[config.mk]
export PLATFORM = sky130hd
export DESIGN_NAME = axis_write_arbiter
export DESIGN_NICKNAME = d
export VERILOG_FILES = /design/src/rtl/axis_write_arbiter_pkg.sv /design/src/rtl/axis_write_arbiter_rr_priority_select.sv /design/src/rtl/axis_write_arbiter.sv
export SDC_FILE = /design/constraint.sdc
export NUM_CORES = 1
export LEC_CHECK = 0
export CAP_MARGIN = 10
export CORE_ASPECT_RATIO = 1.1
export CORE_MARGIN = 4
export CORE_UTILIZATION = 36
export CTS_BUF_LIST = sky130_fd_sc_hd__clkbuf_8
export CTS_CLUSTER_SIZE = 40
export DETAILED_ROUTE_END_ITERATION = 10
export PLACE_DENSITY = 0.86
export SYNTH_ARGS = -nofsm -noshare
export SYNTH_HDL_FRONTEND = slang
export SYNTH_HIERARCHICAL = 1
export SYNTH_SLANG_ARGS = --single-unit
[constraint.sdc]
create_clock -name aclk -period 2.6 [get_ports aclk]
set_input_delay 0.78 -clock aclk [delete_from_list [all_inputs] [get_ports aclk]]
set_output_delay 0.78 -clock aclk [all_outputs]
set_load 0.05 [all_outputs]
[src/rtl/axis_write_arbiter_pkg.sv]
// Shared types and constants for the AXI4-Stream write arbiter.
// No logic of its own.
// Not applicable: no handshake.
package axis_write_arbiter_pkg;

    typedef enum logic {
        IDLE  = 1'b0,
        GRANT = 1'b1
    } arb_state_e;

    // Width of the per-grant beat counter, which bounds BURST_LEN to 255.
    localparam int CNT_W = 8;

    function automatic int idx_w(input int n);
        return (n > 2) ? $clog2(n) : 1;
    endfunction

endpackage

[src/rtl/axis_write_arbiter_rr_priority_select.sv]
// Round-robin pick: first set request at or above ptr_i, wrapping.
// Purely combinational, zero cycles.
// Not applicable: no handshake.
module rr_priority_select #(
    parameter int NUM_PORTS = 4,
    parameter int IDX_W     = 2
) (
    input  logic [NUM_PORTS-1:0] req_i,
    input  logic [IDX_W-1:0]     ptr_i,
    output logic                 found_o,
    output logic [IDX_W-1:0]     index_o
);

    localparam logic [IDX_W:0] N_L = (IDX_W + 1)'(NUM_PORTS);

    logic [NUM_PORTS-1:0] rot;
    logic [IDX_W-1:0]     off;
    logic [IDX_W:0]       sum;

    always_comb begin
        rot     = (req_i >> ptr_i) | (req_i << (NUM_PORTS - int'(ptr_i)));
        found_o = 1'b0;
        off     = '0;
        // Descending scan so the lowest rotated bit wins.
        for (int i = NUM_PORTS - 1; i >= 0; i--) begin
            if (rot[i]) begin
                found_o = 1'b1;
                off     = IDX_W'(i);
            end
        end
        sum = {1'b0, ptr_i} + {1'b0, off};
        if (sum >= N_L) begin
            sum = sum - N_L;
        end
        index_o = sum[IDX_W-1:0];
    end

endmodule

[src/rtl/axis_write_arbiter.sv]
// Round-robin N:1 AXI4-Stream write arbiter with bounded bursts and source tagging.
// One IDLE cycle to arbitrate; accepted beat is on m_axis one cycle after its handshake.
// Slave ready only for the granted port and only when the output register is empty or draining.
module axis_write_arbiter
    import axis_write_arbiter_pkg::*;
#(
    parameter  int NUM_PORTS        = 4,
    parameter  int AXIS_TDATA_WIDTH = 32,
    parameter  int BURST_LEN        = 4,
    localparam int IDX_W            = idx_w(NUM_PORTS)
) (
    input  logic                                  aclk,
    input  logic                                  areset,
    input  logic [NUM_PORTS*AXIS_TDATA_WIDTH-1:0] s_axis_tdata,
    input  logic [NUM_PORTS-1:0]                  s_axis_tvalid,
    output logic [NUM_PORTS-1:0]                  s_axis_tready,
    output logic [AXIS_TDATA_WIDTH-1:0]           m_axis_tdata,
    output logic [IDX_W-1:0]                      m_axis_tuser,
    output logic                                  m_axis_tvalid,
    input  logic                                  m_axis_tready,
    output logic                                  grant_active
);

    arb_state_e                  state_q, state_d;
    logic [IDX_W-1:0]            ptr_q, ptr_d;
    logic [IDX_W-1:0]            sel_q, sel_d;
    logic [CNT_W-1:0]            cnt_q, cnt_d;
    logic [AXIS_TDATA_WIDTH-1:0] tdata_q, tdata_d;
    logic [IDX_W-1:0]            tuser_q, tuser_d;
    logic                        tvalid_q, tvalid_d;

    logic                        pick_found;
    logic [IDX_W-1:0]            pick_idx;
    logic [IDX_W-1:0]            sel_next;
    logic [CNT_W-1:0]            cnt_inc;
    logic [AXIS_TDATA_WIDTH-1:0] sel_dat;
    logic                        sel_vld;
    logic                        out_free;
    logic [NUM_PORTS-1:0]        rdy;

    rr_priority_select #(
        .NUM_PORTS (NUM_PORTS),
        .IDX_W     (IDX_W)
    ) u_pick (
        .req_i   (s_axis_tvalid),
        .ptr_i   (ptr_q),
        .found_o (pick_found),
        .index_o (pick_idx)
    );

    assign out_free = ~tvalid_q | m_axis_tready;
    assign sel_vld  = s_axis_tvalid[sel_q];
    assign sel_dat  = s_axis_tdata[int'(sel_q)*AXIS_TDATA_WIDTH +: AXIS_TDATA_WIDTH];
    assign cnt_inc  = cnt_q + CNT_W'(1);
    assign sel_next = (sel_q == IDX_W'(NUM_PORTS - 1)) ? '0 : sel_q + IDX_W'(1);

    always_comb begin
        state_d  = state_q;
        ptr_d    = ptr_q;
        sel_d    = sel_q;
        cnt_d    = cnt_q;
        tdata_d  = tdata_q;
        tuser_d  = tuser_q;
        tvalid_d = tvalid_q;
        rdy      = '0;

        // Drain by default; a load below overrides it in the same cycle.
        if (m_axis_tready) begin
            tvalid_d = 1'b0;
        end

        case (state_q)
            IDLE: begin
                if (pick_found) begin
                    sel_d   = pick_idx;
                    cnt_d   = '0;
                    state_d = GRANT;
                end
            end
            GRANT: begin
                rdy[sel_q] = out_free;
                if (out_free && sel_vld) begin
                    tdata_d  = sel_dat;
                    tuser_d  = sel_q;
                    tvalid_d = 1'b1;
                    cnt_d    = cnt_inc;
                    if (cnt_inc == CNT_W'(BURST_LEN)) begin
                        state_d = IDLE;
                        ptr_d   = sel_next;
                    end
                end else if (out_free) begin
                    state_d = IDLE;
                    ptr_d   = sel_next;
                end
            end
            default: begin
                state_d = IDLE;
            end
        endcase
    end

    always_ff @(posedge aclk or posedge areset) begin
        if (areset) begin
            state_q  <= IDLE;
            ptr_q    <= '0;
            sel_q    <= '0;
            cnt_q    <= '0;
            tdata_q  <= '0;
            tuser_q  <= '0;
            tvalid_q <= 1'b0;
        end else begin
            state_q  <= state_d;
            ptr_q    <= ptr_d;
            sel_q    <= sel_d;
            cnt_q    <= cnt_d;
            tdata_q  <= tdata_d;
            tuser_q  <= tuser_d;
            tvalid_q <= tvalid_d;
        end
    end

    assign s_axis_tready = rdy;
    assign m_axis_tdata  = tdata_q;
    assign m_axis_tuser  = tuser_q;
    assign m_axis_tvalid = tvalid_q;
    assign grant_active  = (state_q == GRANT);

endmodule
==> key figures, run 1 <==
Placed design
  • Dpl ws: -399 ps
  • Placer Congestion: about 0.9
  • IO buf count: 174
  • Placed Cells: roughly 590
  • DP Area: 5140 sq um
  • HPWL Detailed: 8.65 mm

Timing
  • Slew headroom: 0.628
  • Final hold slack: roughly 480 ps
  • Slew @ Worst Pin: 556 ps
  • Final Slew Violations: 0
  • # setup viols final: 0
  • Worst Skew: 12.6 ps
  • Max frequency: 391 MHz
  • Fin crit share: 0.985
  • Final setup TNS: 0 ps
  • Final Critical Period: 2560 ps
  • Hold Violations, Final: 0
  • Unrepaired setup endpoints after global routing: true
  • Final setup margin: between 30 and 40 ps

GRT
  • Total track usage: 0.198
  • GRT Residual Overflow: 0
  • First-pass GRT wire length: ~16 mm
  • Vias in the first global route: 3256
  • Largest net degree at the start of global routing: 25
  • Initial antenna violation count: 0

Logic synthesis
  • Cells after Synth: between 300 and 400
  • Syn_nets: 445
  • Syn_area_per_cell: 10.3 sq um
  • Synthesized area: 3130 sq um
  • Yosys cell types: 41
  • Yosys warns: 6
  • Register area share after synthesis: 0.383
  • #FFs+latches synth: 48

Floorplanning
  • Die X: 96.9 um
  • Die ar.: 10300 sq um
  • Die height: 106 um
  • I/O pin count: 175
  • Core ar.: ~8500 sq um
  • Initial Util: 0.371
  • # rows: 35

Clock network
  • Maximum clock path buffer count: 2
  • TritonCTS Sinks: 48
  • H-tree depth: 2
  • CTS buffer count: 5
  • CTS clk-pin slew, worst paths: 90 ps
  • TritonCTS clock tree: yes
  • Clock latency on the worst-skew pair: about 310 ps
  • CTS root buffer: clkbuf_8

Route
  • Wirelength per Cell: 17.5 um
  • DR vias: between 3k and 4k
  • Vias/cell: 5.16
  • Post-route ant nets: 0
  • Iter 0 DRT Violations: around 140
  • Aggregate routed wire length: about 11 mm
  • # DRC: 0
  • Drt pass-1 iters: 4

Worst setup path
  • Critical Path, Cell by Cell: inv_2, ha_4, mux2i_4, o32ai_1, a31oi_1, nand2_1, or3_4, nor2b_4, a31oi_4, o21bai_4, a21o_1
  • Worst Path Required: 2850 ps
  • Critical Path Start: ptr_q[0]
  • Reg2reg setup slack: 40 ps
  • Max incr delay on CP: 380 ps
  • Worst path slowest cell: dfrtp_1
  • Reg2Reg Launch Point: ptr_q[0]
  • CP Launch Type: flip-flop
  • CP Max Fanout: 7
  • Kind of critical path: reg2reg
  • CP arrival: 2810 ps
  • Worst setup EP type: flip-flop

Layout
  • Fin nets: around 640
  • Area growth syn-to-layout: 70.1%
  • Layout cells sized above 1: 0.184
  • ANT cells: 0
  • Non-Filler Instances: roughly 600
  • Final instance area: 5330 sq um

Worst hold path
  • Tightest Hold Check Type: reg2reg
  • Min-Delay Startpoint: m_axis_tdata[12]

Power and ir drop
  • Leak pwr: 2.31 nW
  • PwrDens: ~1200 nW/um^2
  • Worst IR Drop VDD: a little under 0.0008 V

Run
  • # Max-Cap Violations: 0

Run status
  • Status: finished clean
logic make-up after synthesis:
group | count (synthesis) | synth area share
AO/OA/AOI/OAI | 37 | 0.0799
XOR/XNOR | 2 | 0.00559
adder cells (fa/ha/maj) | 7 | 0.0280
buffers and inverters | 30 | 0.0523
flip-flops | 48 | 0.383
multiplexers | 39 | 0.258
AND/OR/NAND/NOR | 140 | 0.193
metal layers:
metal	GRT usage	vias up	wire, um
li1	-	1454	-
met1	0.222	1526	3830
met2	0.362	124	5720
met3	0.0463	17	773
met4	0.0732	0	228
met5	0	-	0
report_power, final:
group | switching, mW | total (mW) | internal, mW | leakage (nW)
registers | 0.254 | 1.33 | 1.08 | 0.599
clock network | 0.254 | 0.569 | 0.315 | 0.0614
logic | 2.50 | 4.46 | 1.95 | 1.65
area by class of cell:
class / instances / area (sq um)
flip-flops and latches: 48 / 1200
fillers: 640 / 3120
clock buffers: 6 / 82.6
multi-input cells: 225 / 1820
clock inverters: 2 / 38.8
repair buffers: 202 / 2010
well taps: 111 / 139
inverters: 11 / 41.3
placed cells by master (no fill, tap or decap), types with 4 or more instances in the layout:
cell / instances
buf_4: 28
mux4_2: 33
nand2_1: 110
and3_1: 5
clkbuf_8: 6
ha_1: 6
clkdlybuf4s50_1: 165
o21ai_0: 12
dfrtp_1: 47
a21oi_1: 7
buf_12: 5
nor2_1: 4
or3_1: 4
inv_1: 8
cells in the mapped netlist, drive strengths merged:
cell type  number  area share
nand2         110        0.13
dfrtp          48        0.38
mux4           33        0.24
o21ai          15       0.024
buf            14       0.033
inv            11       0.013
a21oi           7       0.011
ha              7       0.028
and3            6       0.014
clkbuf          5      0.0060
or3             5       0.010
a31oi           4       0.013
nor2            4      0.0048
a21o            3      0.0072
mux2            3       0.011
mux2i           3      0.0096
nand2b          3      0.0060
a211oi          2      0.0064
and2            2      0.0040
nand3           2      0.0048
nand4           2      0.0040
o32ai           2      0.0056
xnor2           2      0.0056
a221oi          1      0.0048
a32oi           1      0.0028
and4            1      0.0028
nand3b          1      0.0024
nor2b           1      0.0020
nor3            1      0.0016
nor3b           1      0.0024
o21bai          1      0.0024
o41ai           1      0.0028
or4b            1      0.0032
worst max-delay path: cells and delay by family, from the launching register on:
kind | cells | cell delay, ps
adders and majority gates | 1 | 310
muxes | 1 | 250
DFF | 1 | 380
and+or+nand+nor | 3 | 630
AOI/OAI and AO/OA | 5 | 890
buffers and inverters | 1 | 60
timing repair:
item                       4_1_cts  5_1_grt
resized for setup                3       11
hold endpoints to repair         0        0
hold buffers                     0        0
pin swaps                        1        5
gates cloned                     0        0
buffers inserted                 2        1
setup endpoints to repair        6        9
worst paths after layout:
| path | end | depth (start not counted) |
|---|---|---|
| min in group asynchronous | m_axis_tdata[21] | 2 |
| max in group asynchronous | sel_q[0] | 3 |
| min reg2reg | m_axis_tdata[12] | 2 |
| max reg2reg | cnt_q[2] | 11 |
| max | cnt_q[2] | 11 |
| min | m_axis_tdata[12] | 2 |
metrics by stage:
stage               utilization  power, mW
floorplan                     -       4.21
global placement          0.608       5.55
detailed placement        0.608       5.69
CTS                       0.625       6.32
global route              0.630       6.76
finish                    0.630       6.36
sequential cells by signal, summed over array words and instances, names as in the netlist:
| signal | count |
|---|---|
| grant_active | 1 |
| cnt_q | 8 |
| m_axis_tvalid | 1 |
| m_axis_tdata | 32 |
| ptr_q | 2 |
| sel_q | 2 |
| m_axis_tuser | 2 |
(Power assumes the default switching activity.)
==> run 2: changes to the inputs <==
Settings changed: PLACE_DENSITY 0.86 to 0.83, REMOVE_ABC_BUFFERS set to 1.
==> key figures, run 2 (synthesis gave the netlist of run 1 again) <==
Power and ir drop
  • Worst IR Drop VDD: about 0.00066 V
  • PwrDens: between 1000 and 1500 nW/um^2
  • Leak pwr: 2.30 nW
  • Final Power: between 6 and 7 mW

Clock network
  • H-tree depth: 2
  • Clock latency on the worst-skew pair: approximately 310 ps
  • TritonCTS clock tree: yes
  • CTS clk-pin slew, worst paths: 90 ps
  • TritonCTS Sinks: 48
  • CTS buffer count: 5
  • CTS root buffer: clkbuf_8
  • Maximum clock path buffer count: 2
  • Hold buffer count at CTS: 0

GRT
  • Largest net degree at the start of global routing: 27
  • GRT Residual Overflow: 0
  • First-pass GRT wire length: 16.3 mm
  • Vias in the first global route: 3189
  • Initial antenna violation count: 0
  • Total track usage: 0.197

Timing
  • Slew @ Worst Pin: 546 ps
  • # setup viols final: 0
  • Final Critical Period: about 2500 ps
  • Final setup margin: 57.5 ps
  • Slew headroom: 0.635
  • Hold Violations, Final: 0
  • Max frequency: 393 MHz
  • Final Slew Violations: 0
  • Worst Skew: between 9 and 10 ps
  • Unrepaired setup endpoints after global routing: false
  • Final hold slack: 479 ps
  • Final setup TNS: 0 ps
  • Fin crit share: 0.978

Worst hold path
  • Hold Path End: m_axis_tdata[11]
  • Hold Path Depth: 2
  • Min-Delay Startpoint: m_axis_tdata[11]
  • Tightest Hold Check Type: reg2reg

Worst setup path
  • Reg2reg setup slack: about 150 ps
  • Worst Path Required: 1820 ps
  • CP top delay family: buffers and inverters
  • R2R cell count: 11
  • CP Launch Type: input pin
  • Kind of critical path: in2out
  • Reg2Reg Launch Point: ptr_q[0]
  • Worst setup EP type: primary output
  • Critical Path, Cell by Cell: clkdlybuf4s50_1, nand2b_4, and3_1, buf_4
  • CP Max Fanout: 6
  • CP arrival: 1760 ps
  • Number of buffers and inverters on the critical path: 2
  • Worst r2r dst: cnt_q[2]
  • Max incr delay on CP: 470 ps
  • Worst path slowest cell: clkdlybuf4s50_1

Layout
  • Final instance area: 5320 sq um
  • Layout cells sized above 1: 0.192
  • Reg area: 1200 sq um
  • Filler cells: 694
  • Max FFs per register: 32
  • ANT cells: 0
  • Area of the multi-input gates: about 1800 sq um
  • Fin nets: 637
  • Most common cell after layout, fill and taps aside: clkdlybuf4s50_1
  • Final core utilization: 0.630
  • Area growth syn-to-layout: 69.9%
  • Most frequent cells in the layout: clkdlybuf4s50_1 (166), nand2_1 (110), dfrtp_1 (47)
  • Non-Filler Instances: approximately 610

Floorplanning
  • # rows: 35
  • Die X: around 97 um
  • Initial Util: 0.371
  • I/O pin count: between 150 and 200
  • Core ar.: 8450 sq um
  • Die ar.: 10300 sq um
  • Die height: 106 um

Route
  • Aggregate routed wire length: 10.3 mm
  • Post-route ant nets: 0
  • # DRC: 0
  • DR vias: 3084
  • Wirelength per Cell: about 17 um
  • Vias/cell: approximately 5
  • Iter 0 DRT Violations: 120
  • Drt pass-1 iters: 4

Placed design
  • HPWL Detailed: around 8.3 mm
  • IO buf count: between 150 and 200
  • DP Area: 5130 sq um
  • Placed Cells: 596
  • Placer Congestion: 0.858
  • Dpl ws: -344 ps

Run status
  • Status: finished clean

Run
  • # Max-Cap Violations: 0
## run 2: metal layers
layer	wire [um]	track usage
met3	658	0.0397
met2	5480	0.364
met5	0	0
met1	3990	0.230
met4	150	0.0542
## run 2: what timing repair did
item                       in CTS  in global routing
gates cloned                    0                  0
pin swaps                       0                  6
buffers inserted                1                  2
setup endpoints to repair       5                 13
gates resized for setup         2                 20
hold endpoints to repair        0                  0
## run 2: power breakdown
group          leakage [nW]  switching (mW)  internal (mW)
Clock                0.0473           0.258          0.213
Combinational          1.66            2.51           1.96
Sequential            0.599           0.244           1.08
## run 2: worst max-delay path by stage
stage | slack (ps) | startpoint | endpoint | cells past startpoint
2_1_floorplan | -580 | sel_q[0] | s_axis_tready[2] | 3
3_3_place_gp | -230 | s_axis_tvalid[0] | cnt_q[2] | 9
3_5_place_dp | -340 | s_axis_tvalid[2] | cnt_q[5] | 10
4_1_cts | 1 | m_axis_tready | s_axis_tready[3] | 4
5_1_grt | 30 | s_axis_tvalid[3] | cnt_q[2] | 10
6_report | 60 | m_axis_tready | s_axis_tready[1] | 4
## run 2: tightest hold or removal path: cells and delay by family, from the launching register on
kind	cells	cell delay, ps
flip-flops	1	350
AND/OR/NAND/NOR	2	100
## run 2: cell type report
type / count / share of cell area
Timing Repair Buffer: 204 / 0.379
Multi-Input combinational cell: 225 / 0.344
Sequential cell: 48 / 0.226
Tap cell: 111 / 0.0261
Clock buffer: 6 / 0.0155
Inverter: 11 / 0.00776
Clock inverter: 1 / 0.00165
==> run 3: changes to the inputs <==
Settings changed: ABC_AREA set to 1, CORE_UTILIZATION 36 to 37, PLACE_DENSITY 0.83 to 0.84.
==> key figures, run 3 <==
Run status
  • Status: finished clean

Power and ir drop
  • Power Internal: 3.01 mW
  • PwrDens: 1240 nW/um^2
  • Worst IR Drop VDD: between 0.0005 and 0.0006 V
  • Psw: 3.48 mW
  • Final Power: 6.50 mW
  • Leak pwr: 2.25 nW
  • Switching Fraction: 0.536
  • Clock power frac: 0.087
  • Sequential share of power: 0.202
  • Comb power frac: 0.711

Timing
  • Worst Skew: 10.8 ps
  • Slew headroom: 0.628
  • Fin crit share: 0.974
  • Final setup margin: 67.9 ps
  • Final hold slack: approximately 480 ps
  • Final setup TNS: 0 ps
  • Final Slew Violations: 0
  • Hold Violations, Final: 0
  • # setup viols final: 0
  • Final Critical Period: between 2000 and 3000 ps
  • Max frequency: approximately 390 MHz
  • Slew @ Worst Pin: 557 ps

Placed design
  • HPWL Detailed: 8.64 mm
  • DP Area: 5100 sq um
  • Placed Cells: 758
  • IO buf count: ~170
  • Placer Congestion: 0.821
  • Dpl ws: -145 ps

Layout
  • Most common cell after layout, fill and taps aside: clkdlybuf4s50_1
  • Max FFs per register: 32
  • Layout cells sized above 1: 0.0947
  • Final core utilization: 0.622
  • ANT cells: 0
  • Area growth syn-to-layout: 62.7%
  • Fin nets: 796
  • Non-Filler Instances: 766
  • Final instance area: roughly 5300 sq um
  • Most frequent cells in the layout: clkdlybuf4s50_1 (170), nor2_1 (125), nand2_1 (102)

Clock network
  • Maximum clock path buffer count: 2
  • CTS resizes: 2
  • CTS root buffer: clkbuf_8
  • Setup bufs post-CTS: 0
  • H-tree depth: 2
  • Clock latency on the worst-skew pair: approximately 300 ps
  • CTS clk-pin slew, worst paths: 90 ps
  • TritonCTS Sinks: 48
  • Hold buffer count at CTS: 0
  • CTS buffer count: 5
  • TritonCTS clock tree: yes

Logic synthesis
  • Synthesized area: 3230 sq um
  • Async SR Flop Fraction: 1.00
  • Synth top area share: 0.372
  • Primary FF master, synth: dfrtp_1
  • Most frequent cell after synthesis: nor2_1
  • Leading post-synthesis cells by cell area: dfrtp_1 (37%), nor2_1 (15%), nand2_1 (12%), o21ai_0 (11%), o22ai_1 (4.3%)
  • Register area share after synthesis: 0.372
  • Synth area leader: dfrtp_1
  • Commonest cells post-synth: nor2_1 (129), nand2_1 (103), o21ai_0 (71), dfrtp_1 (48), o22ai_1 (22)
  • #FFs+latches synth: 48
  • Yosys warns: 6
  • Cells after Synth: approximately 480
  • Syn_area_per_cell: between 6 and 7 sq um
  • Yosys cell types: 26
  • EDFF count, synth: 0

Floorplanning
  • Initial Util: 0.382
  • Die height: 106 um
  • Die ar.: 10300 sq um
  • Die X: 97.1 um
  • Core ar.: between 8000 and 9000 sq um
  • I/O pin count: 175
  • # rows: 35

GRT
  • Largest net degree at the start of global routing: 37
  • Initial antenna violation count: 0
  • GRT Residual Overflow: 0
  • First-pass GRT wire length: between 15 and 20 mm
  • Total track usage: 0.204
  • Vias in the first global route: 3831

Route
  • Wirelength per Cell: 14.3 um
  • Aggregate routed wire length: 10.9 mm
  • Vias/cell: 5.10
  • # DRC: 0
  • Post-route ant nets: 0
  • DR vias: 3909
  • Drt pass-1 iters: 4
  • Iter 0 DRT Violations: 111

Worst setup path
  • Worst setup EP type: primary output
  • CP Launch Type: input pin
  • CP arrival: 1750 ps
  • CP Max Fanout: 5
  • Kind of critical path: in2out
  • Worst Path Required: about 1800 ps

Run
  • # Max-Cap Violations: 0

Worst hold path
  • Tightest Hold Check Type: reg2reg
-- run 3: cell count changes in the layout (fill, tap and decap cells not counted), moves of 5 or more --
cell	delta
nand2_2	+11
inv_2	+5
nand2_1	-8
a31oi_1	+11
mux4_2	-33
o22ai_1	+22
o21ai_0	+61
nor2_1	+121
nand3_1	+11
buf_4	-13
inv_1	+5
-- run 3: final timing paths --
check,slack [ps],cells after the start,end,startpoint
worst min-delay path,480,2,m_axis_tdata[16],m_axis_tdata[16]
worst max-delay path,70,6,s_axis_tready[3],m_axis_tready
max in group asynchronous,1090,3,m_axis_tdata[18],areset
worst max register to register,240,15,sel_q[1],ptr_q[1]
min in group asynchronous,850,2,m_axis_tdata[28],areset
worst min register to register,480,2,m_axis_tdata[16],m_axis_tdata[16]
-- run 3: area by class of cell --
cell class	count	area, sq um
clock buffer	6	82.6
tap	111	139
clock inverter	2	38.8
inverter	21	78.8
sequential	48	1200
multi-input combinational	388	1840
timing repair buffer	190	1870
fill	755	3200
-- run 3: worst max-delay path: stages --
cell,delay (ps)
clkdlybuf4s50_1,470
nor2_2,60
inv_2,80
nand2_1,50
nor2_1,100
buf_4,210
-- run 3: layer usage --
metal	vias to the layer above	global-route usage	wire length (um)
met1	1818	0.209	4050
li1	1923	-	-
met4	0	0.0742	254
met2	146	0.394	5870
met3	22	0.0531	758
met5	-	0	0
-- run 3: cells by family after synthesis --
group,synth area share
AOI/OAI and AO/OA,0.194
xor gates and xnor gates,0.00814
adders and majority gates,0.0271
buffers and inverters,0.0647
DFF,0.372
and+or+nand+nor,0.334
-- run 3: power groups by stage --
stage / Combinational, mW / Clock, mW / Sequential [mW]
after floorplan: 1.90 / 0 / 2.37
after global placement: 4.47 / 0 / 1.30
after detailed placement: 4.58 / 0 / 1.32
after CTS: 4.60 / 0.582 / 1.31
final: 4.62 / 0.565 / 1.31
after global routing: 5.04 / 0.604 / 1.36
